## src/rtl/fifo_uart_tx.sv

```systemverilog
// UART transmitter that pulls words from an upstream fifo and serialises them as 8N1-style frames.
// Optional even-parity bit is enabled by defining FIFO_UART_TX_PARITY_EN.
module fifo_uart_tx #(
  parameter int unsigned WIDTH        = 8,
  parameter int unsigned CLKS_PER_BIT = 4
) (
  input  logic             clk,
  input  logic             rst,
  input  logic             fifoempty,
  input  logic [WIDTH-1:0] d_out,
  output logic             re,
  output logic             tx,
  output logic             busy,
  output logic             frame_done
);

  localparam int unsigned CW = $clog2(CLKS_PER_BIT);
  localparam int unsigned BW = (WIDTH > 1) ? $clog2(WIDTH) : 1;

  localparam logic [2:0] IDLE   = 3'd0;
  localparam logic [2:0] READ   = 3'd1;
  localparam logic [2:0] LOAD   = 3'd2;
  localparam logic [2:0] START  = 3'd3;
  localparam logic [2:0] DATA   = 3'd4;
`ifdef FIFO_UART_TX_PARITY_EN
  localparam logic [2:0] PARITY = 3'd5;
`endif
  localparam logic [2:0] STOP   = 3'd6;

  logic [2:0]       state, state_n;
  logic [CW-1:0]    baud_cnt, baud_n;
  logic [BW-1:0]    bit_cnt, bit_n;
  logic [WIDTH-1:0] shreg, sh_n;
  logic             armed;
  logic             tx_n, re_n, busy_n, fd_n;
  logic             baud_last;
`ifdef FIFO_UART_TX_PARITY_EN
  logic             par, par_n;
`endif

  assign baud_last = (baud_cnt == CW'(CLKS_PER_BIT - 1));

  // State and registered outputs; armed holds off the first fifo read for one edge after reset
  always_ff @(posedge clk or negedge rst) begin
    if (!rst) begin
      state      <= IDLE;
      baud_cnt   <= '0;
      bit_cnt    <= '0;
      shreg      <= '0;
      armed      <= 1'b0;
      tx         <= 1'b1;
      re         <= 1'b0;
      busy       <= 1'b0;
      frame_done <= 1'b0;
`ifdef FIFO_UART_TX_PARITY_EN
      par        <= 1'b0;
`endif
    end else begin
      state      <= state_n;
      baud_cnt   <= baud_n;
      bit_cnt    <= bit_n;
      shreg      <= sh_n;
      armed      <= 1'b1;
      tx         <= tx_n;
      re         <= re_n;
      busy       <= busy_n;
      frame_done <= fd_n;
`ifdef FIFO_UART_TX_PARITY_EN
      par        <= par_n;
`endif
    end
  end

  // Next-state logic; outputs are decoded from the next state so they line up with it
  always_comb begin
    state_n = state;
    baud_n  = baud_cnt;
    bit_n   = bit_cnt;
    sh_n    = shreg;
`ifdef FIFO_UART_TX_PARITY_EN
    par_n   = par;
`endif
    case (state)
      IDLE: begin
        baud_n = '0;
        if (armed && !fifoempty) state_n = READ;
      end
      READ: state_n = LOAD;
      LOAD: begin
        sh_n    = d_out;
`ifdef FIFO_UART_TX_PARITY_EN
        par_n   = ^d_out;
`endif
        baud_n  = '0;
        state_n = START;
      end
      START: begin
        if (baud_last) begin
          baud_n  = '0;
          bit_n   = '0;
          state_n = DATA;
        end else begin
          baud_n = baud_cnt + CW'(1);
        end
      end
      DATA: begin
        if (baud_last) begin
          baud_n = '0;
          sh_n   = shreg >> 1;
          if (bit_cnt == BW'(WIDTH - 1)) begin
            bit_n   = '0;
`ifdef FIFO_UART_TX_PARITY_EN
            state_n = PARITY;
`else
            state_n = STOP;
`endif
          end else begin
            bit_n = bit_cnt + BW'(1);
          end
        end else begin
          baud_n = baud_cnt + CW'(1);
        end
      end
`ifdef FIFO_UART_TX_PARITY_EN
      PARITY: begin
        if (baud_last) begin
          baud_n  = '0;
          state_n = STOP;
        end else begin
          baud_n = baud_cnt + CW'(1);
        end
      end
`endif
      STOP: begin
        if (baud_last) begin
          baud_n  = '0;
          state_n = fifoempty ? IDLE : READ;
        end else begin
          baud_n = baud_cnt + CW'(1);
        end
      end
      default: begin
        baud_n  = '0;
        bit_n   = '0;
        state_n = IDLE;
      end
    endcase

    tx_n   = 1'b1;
    re_n   = (state_n == READ);
    busy_n = (state_n != IDLE);
    fd_n   = (state_n == STOP) && (baud_n == CW'(CLKS_PER_BIT - 1));
    case (state_n)
      START:  tx_n = 1'b0;
      DATA:   tx_n = sh_n[0];
`ifdef FIFO_UART_TX_PARITY_EN
      PARITY: tx_n = par_n;
`endif
      default: tx_n = 1'b1;
    endcase
  end

endmodule

```

## config.mk

```make
export PLATFORM = sky130hd
export DESIGN_NAME = fifo_uart_tx
export DESIGN_NICKNAME = d
export VERILOG_FILES = /design/src/rtl/fifo_uart_tx.sv
export SDC_FILE = /design/constraint.sdc
export NUM_CORES = 1
export LEC_CHECK = 0
export ABC_AREA = 1
export ABC_CLOCK_PERIOD_IN_PS = 2200
export CAP_MARGIN = 20
export CORE_UTILIZATION = 40
export DETAILED_ROUTE_END_ITERATION = 8
export PLACE_DENSITY = 0.62
export SETUP_SLACK_MARGIN = 0.1
export SYNTH_ARGS = -nofsm -noshare
export SYNTH_HDL_FRONTEND = slang
export SYNTH_SLANG_ARGS = --single-unit
```

## constraint.sdc

```tcl
create_clock -name clk -period 2.2 [get_ports clk]
set_input_delay 0.44 -clock clk [delete_from_list [all_inputs] [get_ports clk]]
set_output_delay 0.44 -clock clk [all_outputs]
set_load 0.01 [all_outputs]
```

==> After elaboration in Yosys (flattened, before gate mapping) <==
Cells that the tools add are included.
{ "classes": {"addsub": 2, "eq_ne": 14, "n_mux": 16, "bitwise": 1, "n_reduce_logical": 10} }
{ "op_table": {"columns": ["operator", "n"], "rows": [
  ["$mux 3", 8],
  ["$pmux 3 s6", 1],
  ["$pmux 8 s2", 1],
  ["$eq 3x3->1 const B", 5],
  ["$eq 3x2->1 const B", 3],
  ["$pmux 3 s3", 1],
  ["$mux 8", 1],
  ["$eq 3x1->1 const B", 2],
  ["$eq 2x2->1 const B", 2],
  ["$ne 2x2->1 const B", 2],
  ["$pmux 2 s2", 1],
  ["$reduce_or 4->1", 1],
  ["$add 3x1->3 const B", 1],
  ["$logic_not 3->1", 1],
  ["$reduce_and 3->1", 1],
  ["$reduce_bool 3->1", 1],
  ["$reduce_or 3->1", 1],
  ["$add 2x1->2 const B", 1],
  ["$logic_and 1x1->1", 2],
  ["$mux 2", 1],
  ["$pmux 1 s2", 1],
  ["$reduce_and 2->1", 1],
  ["$reduce_bool 2->1", 1],
  ["$logic_not 1->1", 1],
  ["2 further kinds", 2]
]} }
{ "totals": {"ff_bits": 21, "inputBits": 11, "output_inout_bits": 4, "elab_cells": 53} }

==> Longest topological paths before layout <==
{ "depth": {"word_depth": 6, "depth_mapped": 10, "ltp_nobuf": 10} }

==> Least setup slack after synthesis <==
Ideal clock, no wire load.
{ "synth_path": {"path_kind": "reg-to-reg", "start": "reg bit_cnt[0]", "end": "reg tx", "setup_ps": 72, "arrival_ps": 1204, "required_ps": 2128, "setup_slack_ps": 923, "stages_incl_launch_ff": 9, "path_buffers": 0, "period_less_slack_ps": 1277, "cell_sequence": "dfrtp_1 -> ha_1 -> ha_1 -> nand4_1 -> nand2_1 -> nor2_1 -> nand3_1 -> nand2_1 -> inv_1"} }
{ "synth_via": {"elab_chain_cells": 6, "word_cells_on_any_way": 7, "classes_between": "eq/ne: 3; mux: 4"} }
{ "synth_lines": {"columns": ["element", "line", "text"], "rows": [
  ["start, declared", "32", "logic [BW-1:0] bit_cnt, bit_n;"],
  ["start signal, assigned", "61", "bit_cnt <= bit_n;"],
  ["$eq 3x3->1 (*)", "110", "if (bit_cnt == BW'(WIDTH - 1)) begin"],
  ["$mux 3 (*)", "110", null],
  ["$mux 3 (*)", "107", "if (baud_last) begin"],
  ["$pmux 3 s6 (*)", "83", "case (state)"],
  ["$eq 3x3->1 / $eq 3x2->1 (equally long branches)", "153", "case (state_n)"],
  ["$pmux 1 s2 (*)", "153", null],
  ["net tx_n", "35", "logic tx_n, re_n, busy_n, fd_n;"],
  ["end signal, assigned", "64", "tx <= tx_n;"],
  ["end, declared", "12", "output logic tx,"]
]} }
The timed path passes the listed nets; every way through them passes the cells marked *.
A chain may end at the register's enable or synchronous reset.

==> Final worst setup path <==
{ "layout_path": {"start": "reg tx", "end": "out tx"} }
No word-level cell between the ends.

==> run metrics <==
worst setup margin=411.4 ps; leakage=0.0006099 uW; synth top area cells=dfrtp_1, nand2_1, inv_1, nand3_1, o221ai_1; Hold Violations, Final=0; Largest delay share family, worst path=flip-flops; RePlAce Congestion=0.8924; unrepaired setup endpoints after global routing=no; clock-pin transition on the worst setup and hold timing paths=110 ps; Seq/Total Area, Yosys=0.5042; total CTS buffers=3; Setup TNS=0 ps; CTS H-tree depth=1; initial antenna violation count=0; outcome=completed; Ant. Diodes=0; CP Capture Type=output pin; Net Count, Synth=136; Max VDD drop=0.5492 mV; Rows=18; Post-synth ARST share=1.000; post-synth top area cell=dfrtp_1; post-cts resize count=0; ratio of cells with drive above 1 in the final layout=0.1007; Distinct cells, synth=24; Vias=824; vias in the first global route=784; critical-path maximum fanout=1; YS warnings=0; post-route ant nets=0; Num Clock Sinks=21; Critical Path Source Type=flop; grt ovf=0; post-synth top area share=0.4790; met3 WL post-DR=54 um; Worst Hold Class=in -> async; pwr dens=1092 nW/um^2; Avg WL per Cell=11.52 um; CTS tree=built; number of flops mapped to enable cells by yosys=0; area of the core=2477 sq um; routed vias/inst=4.876; Ports=15; post-synthesis register bit count=21; Critical path buffers and inverters=1; CTS max path bufs=2; die height=53.11 um; global-route wire length before repair=3353 um; HPWL after DPL=1483 um; Initial Util=0.4217; die area=2820 sq um; DR WL met2=876 um; DRC viols=0; Pre-antenna DRT Iters=4; DR top layer=met4; Data required, critical path=1760 ps; cell breakdown of the critical path=clkdlybuf4s50_1; Global Route Usage Sum=0.1677; CTS Hold Bufs=0; Place WS=638.0 ps; Clock Skew=1.083 ps; met1 WL=1000 um; fin crit share=0.8130; 1st-iter DRT viols=10; Area Growth Syn to Fin=18.44%; time the worst path needs with I/O delays and setup=1789 ps; largest net degree at the start of global routing=22; commonest cells in the netlist=nand2_1, inv_1, dfrtp_1; max_cap viols=0; placed cell areas=1211 sq um; post-CTS setup buffers=0; post-synthesis cell count=122; Post-Syn Area=1045 sq um; Post-Route WL=1947 um; Buffers on Ports=14; clock latency at the later pin of the worst-skew pair=300 ps; Post-synth top flop=dfrtp_1; final count of pins violating max slew=0; Worst EP arrival=1350 ps; slowest stage delay, CP=530 ps; final setup fails=0; die width=53.11 um; Critical-path top delay cell=dfstp_2; fin nets=154; syn_area_per_cell=8.564 sq um; Finished Cell Area=1237 sq um; most numerous cell in the Yosys netlist=nand2_1; filler instances=259; Max Fclk=0.5591 GHz; Root Driver=clkbuf_4; critical path class=reg -> out
-- through the flow --
stage | hold WS (ps) | power, uW | cells | utilization
2_1_floorplan | 144.4 | 1038 | 122 | -
3_3_place_gp | 505.0 | 1165 | 165 | 0.4889
3_5_place_dp | 515.0 | 1183 | 165 | 0.4889
4_1_cts | 468.2 | 1369 | 169 | 0.4995
5_1_grt | 489.6 | 1488 | 169 | 0.4995
6_report | 468.8 | 1351 | 169 | 0.4995
-- where the power goes --
part	total [uW]	switching [uW]	internal [uW]	leakage, uW
clock	184	113	70.5	0.0000150
combinational	567	346	221	0.000331
sequential	601	80.4	521	0.000263
-- routing by layer --
| layer | vias to the layer above | GRT usage |
|---|---|---|
| met5 | - | 0 |
| met2 | 12 | 0.2743 |
| li1 | 429 | - |
| met1 | 381 | 0.2143 |
| met3 | 2 | 0.03448 |
| met4 | 0 | 0.06579 |
-- final timing paths --
kind / startpoint / end / slack, ps / depth (start not counted)
hold reg to reg: bit_cnt[1] / bit_cnt[1] / 540 / 2
hold / removal: rst / bit_cnt[1] / 470 / 2
max in group asynchronous: rst / tx / 1460 / 2
min in group clk: bit_cnt[1] / bit_cnt[1] / 540 / 2
setup reg to reg: baud_cnt[0] / tx / 640 / 8
setup / recovery: tx / tx / 410 / 1
-- placed cells by master, fill, tap and decap left out --
| cell | instances |
|---|---|
| nand3_1 | 10 |
| o21ai_1 | 3 |
| clkbuf_4 | 3 |
| ha_1 | 3 |
| nor2_2 | 2 |
| buf_4 | 1 |
| clkdlybuf4s50_1 | 14 |
| dfrtp_1 | 20 |
| clkbuf_1 | 1 |
| nand4_1 | 3 |
| o211ai_1 | 2 |
| nor2_1 | 7 |
| nand2_1 | 26 |
| nand2_2 | 3 |
| nor2_4 | 1 |
| o21ai_0 | 5 |
| inv_2 | 1 |
| a21oi_1 | 2 |
| o21a_1 | 1 |
| o221ai_1 | 5 |
| inv_4 | 1 |
| conb_1 | 1 |
| dfstp_2 | 1 |
| o31ai_1 | 1 |
| inv_1 | 21 |
| nand3_2 | 1 |
-- logic make-up (layout without fill, tap and decap cells) --
| logic type | Yosys count | in the layout | share of synthesized area |
|---|---|---|---|
| buffers and inverters | 25 | 42 | 0.1030 |
| flip-flops | 21 | 21 | 0.5042 |
| other | 1 | 1 | 0.003589 |
| adder cells (fa/ha/maj) | 3 | 3 | 0.03593 |
| AND/OR/NAND/NOR | 53 | 53 | 0.2347 |
| AO/OA/AOI/OAI | 19 | 19 | 0.1186 |
-- registers in the layout (all words and copies together), names as in the netlist --
name	count
shreg	8
bit_cnt	3
state	3
baud_cnt	2
armed	1
busy	1
frame_done	1
re	1
tx	1
-- layout make-up --
class	instances	area (sq um)	share of cell area
clock buffer	4	26.28	0.02123
inverter	23	88.84	0.07179
multi-input combinational	76	410.4	0.3316
sequential	21	526.8	0.4257
tap	30	37.54	0.03033
timing repair buffer	15	147.6	0.1193
No activity file was read; power rests on OpenSTA's default activity.
